$ cat src/rtl/spi_cmd_controller_if.sv
// Bundle of signals between the command controller, the SPI peripheral,
// the image buffer and the inference core.
interface spi_cmd_controller_if #(
  parameter int ADDR_W = 7
);
  logic              byte_valid;
  logic [7:0]        rx_byte;
  logic              spi_error;
  logic              byte_ready;
  logic              rx_enable;
  logic              tx_enable;
  logic [7:0]        tx_byte;
  logic              img_wr_en;
  logic [ADDR_W-1:0] img_wr_addr;
  logic [7:0]        img_wr_data;
  logic              infer_start;
  logic              infer_busy;
  logic              infer_done;
  logic [3:0]        infer_class;
  logic              cmd_error;
  logic [1:0]        debug_state;

  // The controller drives the bus as master; peripheral, buffer and core sit on the slave side.
  modport master (
    input  byte_valid, rx_byte, spi_error, infer_busy, infer_done, infer_class,
    output byte_ready, rx_enable, tx_enable, tx_byte, img_wr_en, img_wr_addr,
           img_wr_data, infer_start, cmd_error, debug_state
  );

  modport slave (
    output byte_valid, rx_byte, spi_error, infer_busy, infer_done, infer_class,
    input  byte_ready, rx_enable, tx_enable, tx_byte, img_wr_en, img_wr_addr,
           img_wr_data, infer_start, cmd_error, debug_state
  );
endinterface

$ cat src/rtl/spi_cmd_controller.sv
// Host command sequencer above spi_peripheral: image upload, inference start,
// and status/result bytes returned on the following SPI transfer.
module spi_cmd_controller #(
  parameter int IMG_BYTES = 113,
  parameter int ADDR_W    = 7
) (
  input  logic                 clk,
  input  logic                 rst_n,
  spi_cmd_controller_if.master bus
);

  typedef enum logic [1:0] {
    S_IDLE     = 2'd0,
    S_IMG_LOAD = 2'd1,
    S_INFER    = 2'd2
  } state_t;

  localparam logic [7:0] CMD_NOP    = 8'h00;
  localparam logic [7:0] CMD_IMG_WR = 8'hA1;
  localparam logic [7:0] CMD_START  = 8'hA2;
  localparam logic [7:0] CMD_STATUS = 8'hA3;
  localparam logic [7:0] CMD_RESULT = 8'hA4;
  localparam logic [7:0] CMD_CLEAR  = 8'hA5;
  localparam logic [ADDR_W-1:0] LAST_ADDR = ADDR_W'(IMG_BYTES - 1);

  state_t            state_q, state_d;
  logic              byte_valid_q;
  logic              en_q;
  logic [ADDR_W-1:0] img_count_q, img_count_d;
  logic              img_loaded_q, img_loaded_d;
  logic              result_valid_q, result_valid_d;
  logic [3:0]        result_class_q, result_class_d;
  logic              cmd_error_q, cmd_error_d;
  logic [7:0]        tx_byte_q, tx_byte_d;
  logic              img_wr_en_q, img_wr_en_d;
  logic [ADDR_W-1:0] img_wr_addr_q, img_wr_addr_d;
  logic [7:0]        img_wr_data_q, img_wr_data_d;
  logic              infer_start_q, infer_start_d;

  logic       byte_strobe;
  logic [7:0] status_byte;
  logic [7:0] result_byte;

  // byte_valid stays high until CS deasserts, so only its rising edge counts as a new byte.
  assign byte_strobe = bus.byte_valid & ~byte_valid_q;
  assign status_byte = {bus.infer_busy, result_valid_q, img_loaded_q, cmd_error_q, 4'b0000};
  assign result_byte = result_valid_q ? {4'h0, result_class_q} : 8'hFF;

  always_comb begin
    state_d        = state_q;
    img_count_d    = img_count_q;
    img_loaded_d   = img_loaded_q;
    result_valid_d = result_valid_q;
    result_class_d = result_class_q;
    cmd_error_d    = cmd_error_q;
    tx_byte_d      = tx_byte_q;
    img_wr_en_d    = 1'b0;
    img_wr_addr_d  = img_wr_addr_q;
    img_wr_data_d  = img_wr_data_q;
    infer_start_d  = 1'b0;

    case (state_q)
      S_IDLE: begin
        if (byte_strobe) begin
          case (bus.rx_byte)
            CMD_NOP: ;
            CMD_IMG_WR: begin
              img_count_d  = '0;
              img_loaded_d = 1'b0;
              state_d      = S_IMG_LOAD;
            end
            CMD_START: begin
              if (img_loaded_q && !bus.infer_busy) begin
                infer_start_d  = 1'b1;
                result_valid_d = 1'b0;
                state_d        = S_INFER;
              end else begin
                cmd_error_d = 1'b1;
              end
            end
            CMD_STATUS: tx_byte_d = status_byte;
            CMD_RESULT: tx_byte_d = result_byte;
            CMD_CLEAR: begin
              cmd_error_d    = 1'b0;
              result_valid_d = 1'b0;
              img_loaded_d   = 1'b0;
              tx_byte_d      = 8'h00;
            end
            default: cmd_error_d = 1'b1;
          endcase
        end
      end

      S_IMG_LOAD: begin
        // A transfer timeout discards the partial frame; img_loaded was already cleared on entry.
        if (bus.spi_error) begin
          cmd_error_d = 1'b1;
          state_d     = S_IDLE;
        end else if (byte_strobe) begin
          img_wr_en_d   = 1'b1;
          img_wr_addr_d = img_count_q;
          img_wr_data_d = bus.rx_byte;
          img_count_d   = img_count_q + ADDR_W'(1);
          if (img_count_q == LAST_ADDR) begin
            img_loaded_d = 1'b1;
            state_d      = S_IDLE;
          end
        end
      end

      S_INFER: begin
        if (bus.infer_done) begin
          result_class_d = bus.infer_class;
          result_valid_d = 1'b1;
          state_d        = S_IDLE;
        end
        // STATUS here reports the pre-edge flags even if infer_done lands in the same cycle.
        if (byte_strobe) begin
          if (bus.rx_byte == CMD_STATUS) begin
            tx_byte_d = status_byte;
          end else if (bus.rx_byte != CMD_NOP) begin
            cmd_error_d = 1'b1;
          end
        end
      end

      default: state_d = S_IDLE;
    endcase
  end

  always_ff @(posedge clk or negedge rst_n) begin
    if (!rst_n) begin
      state_q        <= S_IDLE;
      byte_valid_q   <= 1'b0;
      en_q           <= 1'b0;
      img_count_q    <= '0;
      img_loaded_q   <= 1'b0;
      result_valid_q <= 1'b0;
      result_class_q <= 4'h0;
      cmd_error_q    <= 1'b0;
      tx_byte_q      <= 8'h00;
      img_wr_en_q    <= 1'b0;
      img_wr_addr_q  <= '0;
      img_wr_data_q  <= 8'h00;
      infer_start_q  <= 1'b0;
    end else begin
      state_q        <= state_d;
      byte_valid_q   <= bus.byte_valid;
      en_q           <= 1'b1;
      img_count_q    <= img_count_d;
      img_loaded_q   <= img_loaded_d;
      result_valid_q <= result_valid_d;
      result_class_q <= result_class_d;
      cmd_error_q    <= cmd_error_d;
      tx_byte_q      <= tx_byte_d;
      img_wr_en_q    <= img_wr_en_d;
      img_wr_addr_q  <= img_wr_addr_d;
      img_wr_data_q  <= img_wr_data_d;
      infer_start_q  <= infer_start_d;
    end
  end

  assign bus.byte_ready  = en_q;
  assign bus.rx_enable   = en_q;
  assign bus.tx_enable   = en_q;
  assign bus.tx_byte     = tx_byte_q;
  assign bus.img_wr_en   = img_wr_en_q;
  assign bus.img_wr_addr = img_wr_addr_q;
  assign bus.img_wr_data = img_wr_data_q;
  assign bus.infer_start = infer_start_q;
  assign bus.cmd_error   = cmd_error_q;
  assign bus.debug_state = state_q;

endmodule

$ cat src/flat_wrapper.sv
// flat-port wrapper written by rule: the top's interface ports become plain ports
module spi_cmd_controller_flat 
#(
  parameter int IMG_BYTES = 113,
  parameter int ADDR_W    = 7
)
  (clk, rst_n, bus_byte_valid, bus_rx_byte, bus_spi_error, bus_infer_busy, bus_infer_done, bus_infer_class, bus_byte_ready, bus_rx_enable, bus_tx_enable, bus_tx_byte, bus_img_wr_en, bus_img_wr_addr, bus_img_wr_data, bus_infer_start, bus_cmd_error, bus_debug_state);
  spi_cmd_controller_if #(.ADDR_W(ADDR_W)) bus_i ();
  input  logic clk;
  input  logic rst_n;
  input wire logic [$bits(bus_i.byte_valid)-1:0] bus_byte_valid;
  input wire logic [$bits(bus_i.rx_byte)-1:0] bus_rx_byte;
  input wire logic [$bits(bus_i.spi_error)-1:0] bus_spi_error;
  input wire logic [$bits(bus_i.infer_busy)-1:0] bus_infer_busy;
  input wire logic [$bits(bus_i.infer_done)-1:0] bus_infer_done;
  input wire logic [$bits(bus_i.infer_class)-1:0] bus_infer_class;
  output wire logic [$bits(bus_i.byte_ready)-1:0] bus_byte_ready;
  output wire logic [$bits(bus_i.rx_enable)-1:0] bus_rx_enable;
  output wire logic [$bits(bus_i.tx_enable)-1:0] bus_tx_enable;
  output wire logic [$bits(bus_i.tx_byte)-1:0] bus_tx_byte;
  output wire logic [$bits(bus_i.img_wr_en)-1:0] bus_img_wr_en;
  output wire logic [$bits(bus_i.img_wr_addr)-1:0] bus_img_wr_addr;
  output wire logic [$bits(bus_i.img_wr_data)-1:0] bus_img_wr_data;
  output wire logic [$bits(bus_i.infer_start)-1:0] bus_infer_start;
  output wire logic [$bits(bus_i.cmd_error)-1:0] bus_cmd_error;
  output wire logic [$bits(bus_i.debug_state)-1:0] bus_debug_state;
  assign bus_i.byte_valid = bus_byte_valid;
  assign bus_i.rx_byte = bus_rx_byte;
  assign bus_i.spi_error = bus_spi_error;
  assign bus_i.infer_busy = bus_infer_busy;
  assign bus_i.infer_done = bus_infer_done;
  assign bus_i.infer_class = bus_infer_class;
  assign bus_byte_ready = bus_i.byte_ready;
  assign bus_rx_enable = bus_i.rx_enable;
  assign bus_tx_enable = bus_i.tx_enable;
  assign bus_tx_byte = bus_i.tx_byte;
  assign bus_img_wr_en = bus_i.img_wr_en;
  assign bus_img_wr_addr = bus_i.img_wr_addr;
  assign bus_img_wr_data = bus_i.img_wr_data;
  assign bus_infer_start = bus_i.infer_start;
  assign bus_cmd_error = bus_i.cmd_error;
  assign bus_debug_state = bus_i.debug_state;
  spi_cmd_controller #(.IMG_BYTES(IMG_BYTES), .ADDR_W(ADDR_W)) u_core (.clk(clk), .rst_n(rst_n), .bus(bus_i));
endmodule
$ cat config.mk
export PLATFORM = sky130hd
export DESIGN_NAME = spi_cmd_controller_flat
export DESIGN_NICKNAME = d
export VERILOG_FILES = /design/src/rtl/spi_cmd_controller_if.sv /design/src/rtl/spi_cmd_controller.sv /design/src/flat_wrapper.sv
export SDC_FILE = /design/constraint.sdc
export NUM_CORES = 1
export LEC_CHECK = 0
export BUFFER_PORTS_ARGS = -buffer_cell sky130_fd_sc_hd__buf_4
export CAP_MARGIN = 20
export CORE_MARGIN = 2
export CORE_UTILIZATION = 45
export DETAILED_ROUTE_END_ITERATION = 12
export GPL_ROUTABILITY_DRIVEN = 0
export GPL_TIMING_DRIVEN = 1
export HOLD_SLACK_MARGIN = 0.02
export PLACE_DENSITY = 0.71
export SETUP_SLACK_MARGIN = 0.02
export SYNTH_ARGS = -nofsm -noshare
export SYNTH_HDL_FRONTEND = slang
export SYNTH_SLANG_ARGS = --single-unit
$ cat constraint.sdc
create_clock -name clk -period 1.88 [get_ports clk]
set_input_delay 0.094 -clock clk [delete_from_list [all_inputs] [get_ports clk]]
set_output_delay 0.094 -clock clk [all_outputs]
set_load 0.1 [all_outputs]
==> summary.md, run 1 <==
| Metric | Value |
|---|---|
| Buffer levels on the longest clock path | 2 |
| Post-layout worst setup margin | -0.04063 ns |
| Dominant synthesized flop cell | dfrtp_1 |
| Post-Synth Adder-Cell Area | 0.03536 |
| FP Rows | 24 |
| Power Density | 848.2 nW/um^2 |
| Synth area leaders | dfrtp_1 51%, mux2_2 11%, ha_1 3.5% |
| Fill count | 340 |
| Core box area | 4444 um^2 |
| Synth-to-Final Area Change | 40.42% |
| Critical Path Source Type | register |
| Drt pass-1 iters | 4 |
| First-pass GRT wire length | 8.010 mm |
| Max FO, Critical Path | 5 |
| Post-Synth XOR/XNOR Area | 0 |
| Clock power frac | 0.271 |
| Status | finished with violations |
| DR iter-0 viols | 76 |
| Flop pwr share | 0.460 |
| Pre-CTS setup slack | -0.005701 ns |
| Worst-skew pair later-pin latency | 0.29 ns |
| VDD IR max | 0.4823 mV |
| Seq cells post-synth | 43 |
| Worst-Margin Slew | 0.5407 ns |
| Synth Warn # | 0 |
| Part of the power in combinational logic | 0.269 |
| I/O pins | 49 |
| Register area share after synthesis | 0.5068 |
| Yosys top cell area share | 0.5068 |
| Initial core utilization | 0.4778 |
| Die X | 72.69 um |
| # setup viols final | 2 |
| Layout cells sized above 1 | 0.4449 |
| Die height | 72.69 um |
| Final non-filler cell total | 324 |
| Clock Sinks | 43 |
| Clock-pin slew on the worst setup and hold paths | 0.08 ns |
| Post-synthesis mux area share | 0.1114 |
| Detailed-route via count | 1821 |
| Sw power | 0.8662 mW |
| Root Driver | clkbuf_8 |
| Clock buffer count from CTS | 5 |
| Area of the mapped netlist | 2123 um^2 |
| Ys async rst share | 1.000 |
| Period utilisation layout | 1.022 |
| Setup crit end kind | register |
| Final Max Slew Viols | 0 |
| Total Wirelength | 4.926 mm |
| Total gr overflow | 0 |
| Crit path time final | 1.921 ns |
| Max Cap Viol | 0 |
| I/O Buffers | 48 |
| Worst path cell trace | buf_6 > ha_4 > a211o_1 > a21o_4 > or4_1 > nand3_1 |
| Slowest-stage cell, CP | dfrtp_4 |
| RSZ-0062 raised after global routing | true |
| Dpl cells | 307 |
| ANT cells | 0 |
| Total GRT Usage | 0.1908 |
| Critical path type | reg -> reg |
| Fmax | 0.5207 GHz |
| Unique masters post-synth | 42 |
| Critical path required time | 2.10 ns |
| Syn nets | 223 |
| Clock Skews | 0.003698 ns |
| Worst hold path type | in -> reg |
| DR DRC count | 0 |
| Post-Synth Simple-Gate Area | 0.1892 |
| Largest family of logic cells by synthesized area | simple AND/OR/NAND/NOR gates |
| Syn Inst Count | 199 |
| Vias in the first global route | 1770 |
| Finished Core Util | 0.6709 |
| Pleak | 1.415 nW |
| Crit path max-delay family | compound AO/OA/AOI/OAI gates |
| Post-synth EDFFs | 0 |
| TritonCTS clock tree | built |
| Final ANT Viol Nets | 0 |
| WP data arrival | 2.14 ns |
| Sum of buffers and inverters on the critical path | 1 |
| Max incr delay on CP | 0.50 ns |
| Yosys top cell by area | dfrtp_1 |
| Internal | 1.663 mW |
| Nets@finish | 296 |
| Failing checks | setup timing |
| Via density per instance | 5.620 |
| H-tree depth | 2 |
| Post-Syn Area per Cell | 10.67 um^2 |
| Switching Fraction | 0.3425 |
| Count of final hold-check violations | 0 |
| Slew margin rel. | 0.6395 |
| Initial antenna violation count | 0 |
| Dpl hpwl | 3.363 mm |
| Largest net degree at the start of global routing | 44 |
| Routed length per placed instance | 15.20 um |
| Compound-Gate Fraction of Synth Area | 0.1173 |
| Die area | 5284 um^2 |
flip-flops by register name (all words and copies together), names as in the netlist:
signal,cells
u_core.bus.img_wr_data,8
u_core.bus.tx_byte,8
u_core.bus.img_wr_addr,7
u_core.img_count_q,7
u_core.result_class_q,4
u_core.bus.debug_state,2
u_core.bus.byte_ready,1
u_core.bus.cmd_error,1
u_core.bus.img_wr_en,1
u_core.bus.infer_start,1
u_core.byte_valid_q,1
u_core.img_loaded_q,1
u_core.result_valid_q,1
metrics by stage:
step           setup TNS (ns)  instance area, um^2  power (mW)  hold WS, ns
3_5_place_dp        -0.005701                 2698       1.813       0.1248
2_1_floorplan          -1.059                 2220       1.619      -0.2016
3_3_place_gp                0                 2698       1.806       0.1199
5_1_grt               -0.1979                 2982       2.645      0.02650
6_report             -0.06529                 2982       2.529      0.03225
4_1_cts                     0                 2843       2.507      0.02725
power by group through the flow:
stage	registers (mW)	clock network, mW	logic (mW)
after floorplan	1.40	0	0.221
after global placement	1.18	0	0.627
after detailed placement	1.18	0	0.634
after CTS	1.16	0.701	0.644
after global routing	1.19	0.733	0.727
final	1.16	0.684	0.680
layout by cell type (no fill, tap or decap), types with 2 or more instances in the layout:
cell type	count
a21o_1	3
a21oi_1	7
and3b_1	2
buf_4	64
buf_6	4
clkbuf_8	5
dfrtp_1	41
dfrtp_4	2
dlygate4sd3_1	2
ha_1	3
ha_4	3
inv_1	9
inv_4	2
mux2_2	20
nand2_1	17
nand2b_1	7
nand3_1	7
nand3_2	2
nand4_1	3
nor2_1	9
nor3_1	2
nor4_2	2
o21ai_0	6
o21ai_1	3
o22ai_1	3
o31ai_1	3
or3_1	2
or4_1	4
final cells by class:
type	count	area (um^2)	area share
multi-input combinational	139	1115	0.3739
clock buffer	6	72.57	0.02434
inverter	12	50.05	0.01679
tap	52	65.06	0.02182
clock inverter	1	30.03	0.01007
sequential	43	1084	0.3634
timing repair buffer	71	565.5	0.1897
per-layer routing:
layer | track usage | routed length, um | vias to the layer above
li1 | - | - | 860
met1 | 0.2451 | 2027 | 890
met2 | 0.3293 | 2515 | 61
met3 | 0.04558 | 324 | 10
met4 | 0.03909 | 59 | 0
met5 | 0 | 0 | -
final timing paths:
path | slack (ns) | to | depth (start not counted) | startpoint
max in group asynchronous | 1.14 | u_core.bus.debug_state[0] | 2 | rst_n
min in group asynchronous | 0.33 | u_core.bus.tx_byte[6] | 2 | rst_n
hold / removal | 0.03 | u_core.result_class_q[3] | 2 | bus_infer_class[3]
setup reg to reg | -0.04 | u_core.img_count_q[4] | 6 | u_core.bus.debug_state[0]
hold reg to reg | 0.48 | u_core.bus.tx_byte[5] | 1 | u_core.bus.tx_byte[5]
setup / recovery | -0.04 | u_core.img_count_q[4] | 6 | u_core.bus.debug_state[0]
cell usage after synthesis (all sizes together), types with 2 or more instances:
cell,count
a21o,4
a21oi,8
and3b,2
buf,4
clkbuf,3
dfrtp,43
ha,6
inv,12
mux2,21
nand2,17
nand2b,7
nand3,9
nand4,3
nor2,10
nor3,4
nor4,3
o21ai,10
o22ai,3
o31ai,4
or2,2
or3,2
or4,5
logic make-up after synthesis:
logic type	count (synthesis)
and+or+nand+nor	71
adders and majority gates	6
AOI/OAI and AO/OA	38
muxes	21
other	1
DFF	43
buffers and inverters	19
repair_timing:
action,CTS,global route
pin swaps,0,6
setup endpoints to repair,6,13
endpoints found under the hold margin,44,0
hold buffers,2,0
gates cloned,0,2
resized for setup,3,17
buffers inserted,0,6
Note: power is estimated with default switching activity, not from simulation.
==> run 2, diff against run 1 <==
Settings changed: REMOVE_ABC_BUFFERS from default to 1.
==> run 2 against run 1 <==
The flow now finishes without violations; global-route usage rose by 0.89 points; via count fell by 2.4%; clock power fell by 7.9%; first-iteration DRC count rose by 29%; sequential cell count did not move.
==> summary.md, run 2 (synthesis results as in run 1) <==
| Metric | Value |
|---|---|
| Status | complete, no violations |
| Sw power | 0.8574 mW |
| Total GRT Usage | 0.1997 |
| Power Density | 854.1 nW/um^2 |
| First-pass GRT wire length | 8.204 mm |
| Critical path type | reg -> reg |
| Largest net degree at the start of global routing | 44 |
| Drt pass-1 iters | 4 |
| Sum of buffers and inverters on the critical path | 4 |
| Most frequent cells in the layout | 67 x buf_4, 42 x dfrtp_1, 21 x mux2_2 |
| Count of final hold-check violations | 0 |
| Part of the power in combinational logic | 0.269 |
| Vias in the first global route | 1726 |
| VDD IR max | 0.4947 mV |
| I/O Buffers | 48 |
| Initial antenna violation count | 0 |
| Worst path most repeated cell | buf_4 |
| WP data arrival | 1.98 ns |
| Slowest-stage cell, CP | dfrtp_2 |
| Root Driver | clkbuf_8 |
| Max FO, Critical Path | 8 |
| Layout cells sized above 1 | 0.4148 |
| Max incr delay on CP | 0.45 ns |
| DR DRC count | 0 |
| RSZ-0062 raised after global routing | true |
| Dpl cells | 309 |
| Fill count | 382 |
| ANT cells | 0 |
| Clock Skews | 0.004763 ns |
| Slew margin rel. | 0.6391 |
| Clock buffer count from CTS | 5 |
| Dpl hpwl | 3.538 mm |
| Die height | 72.69 um |
| Clock power frac | 0.256 |
| Most common cell after layout, fill and taps aside | buf_4 |
| HP Start | bus_infer_class[1] |
| Detailed-route via count | 1777 |
| Pleak | 1.395 nW |
| Crit path time final | 1.780 ns |
| Via density per instance | 5.519 |
| Initial core utilization | 0.4778 |
| Worst-skew pair later-pin latency | 0.29 ns |
| Crit path max-delay family | compound AO/OA/AOI/OAI gates |
| Core box area | 4444 um^2 |
| Worst path cell trace | inv_2 > buf_4 > ha_4 > inv_1 > a211oi_2 > o21ai_2 > buf_4 > o31ai_1 |
| Post-route design area | 2877 um^2 |
| Buffer levels on the longest clock path | 2 |
| Total gr overflow | 0 |
| Worst hold path type | in -> reg |
| DR iter-0 viols | 98 |
| Critical Path Source Type | register |
| Nets@finish | 293 |
| Flop pwr share | 0.475 |
| Routed length per placed instance | 15.31 um |
| H-tree depth | 2 |
| Final ANT Viol Nets | 0 |
| FP Rows | 24 |
| Critical path required time | 2.08 ns |
| Total Wirelength | 4.930 mm |
| Period utilisation layout | 0.9470 |
| Synth-to-Final Area Change | 35.47% |
| Die X | 72.69 um |
| Worst-Margin Slew | 0.5414 ns |
| # setup viols final | 0 |
| Clock Sinks | 43 |
| Setup crit end kind | register |
| Switching Fraction | 0.3490 |
| Final non-filler cell total | 322 |
| Max Cap Viol | 0 |
| I/O pins | 49 |
| Worst setup path start | u_core.bus.debug_state[0] |
| R2R Path Start | u_core.bus.debug_state[0] |
| Final Max Slew Viols | 0 |
| TritonCTS clock tree | built |
| Clock-pin slew on the worst setup and hold paths | 0.08 ns |
| Die area | 5284 um^2 |
| Internal | 1.599 mW |
| Dpl cell area | 2653 um^2 |
| Fmax | 0.5617 GHz |
==> run 2: area by class of cell <==
cell class                 instances  area, um^2  area share
clock buffer                       8       100.1     0.03480
inverter                          12       45.04     0.01566
multi-input combinational        137        1046      0.3636
tap                               52       65.06     0.02262
sequential                        43        1077      0.3745
timing repair buffer              70       543.0      0.1888
==> run 2: power groups by stage <==
stage / clock [mW] / combinational, mW / sequential, mW
final: 0.630 / 0.660 / 1.17
after detailed placement: 0 / 0.636 / 1.18
after global routing: 0.693 / 0.704 / 1.19
after floorplan: 0 / 0.188 / 1.41
after global placement: 0 / 0.622 / 1.18
after CTS: 0.652 / 0.650 / 1.16
==> run 2: stage by stage <==
stage | setup TNS, ns | power (mW) | hold WS (ns) | worst slack (ns) | utilization
floorplan | -24.86 | 1.597 | -0.2016 | -0.8531 | -
global placement | 0 | 1.799 | 0.1198 | 0.001639 | 0.5968
detailed placement | -0.1629 | 1.816 | 0.1193 | -0.04563 | 0.5968
CTS | 0 | 2.465 | 0.03357 | 0.02152 | 0.6306
global route | 0 | 2.589 | 0.02614 | 0.03067 | 0.6472
finish | 0 | 2.457 | 0.03894 | 0.09963 | 0.6472
==> run 2: timing repair <==
item / in CTS / in global routing
setup endpoints to repair: 25 / 14
buffers inserted: 0 / 3
pin swaps: 0 / 2
hold endpoints to repair: 44 / 0
resized for setup: 9 / 9
gates cloned: 0 / 0
hold buffers: 2 / 0
==> run 2: path summary, 6_finish.rpt <==
check	to	slack (ns)	cells after the start
min reg2reg	u_core.bus.tx_byte[5]	0.48	1
min in group asynchronous	u_core.bus.infer_start	0.33	2
max	u_core.bus.tx_byte[1]	0.1	8
min	u_core.result_class_q[1]	0.04	2
max reg2reg	u_core.bus.tx_byte[1]	0.1	8
max in group asynchronous	u_core.bus.debug_state[0]	1.16	2
==> run 2: per-layer routing <==
layer	up-vias	wire, um	GRT usage
li1	857	-	-
met1	848	2243	0.2691
met2	60	2292	0.3111
met3	12	314	0.04558
met4	0	79	0.08436
met5	-	0	0
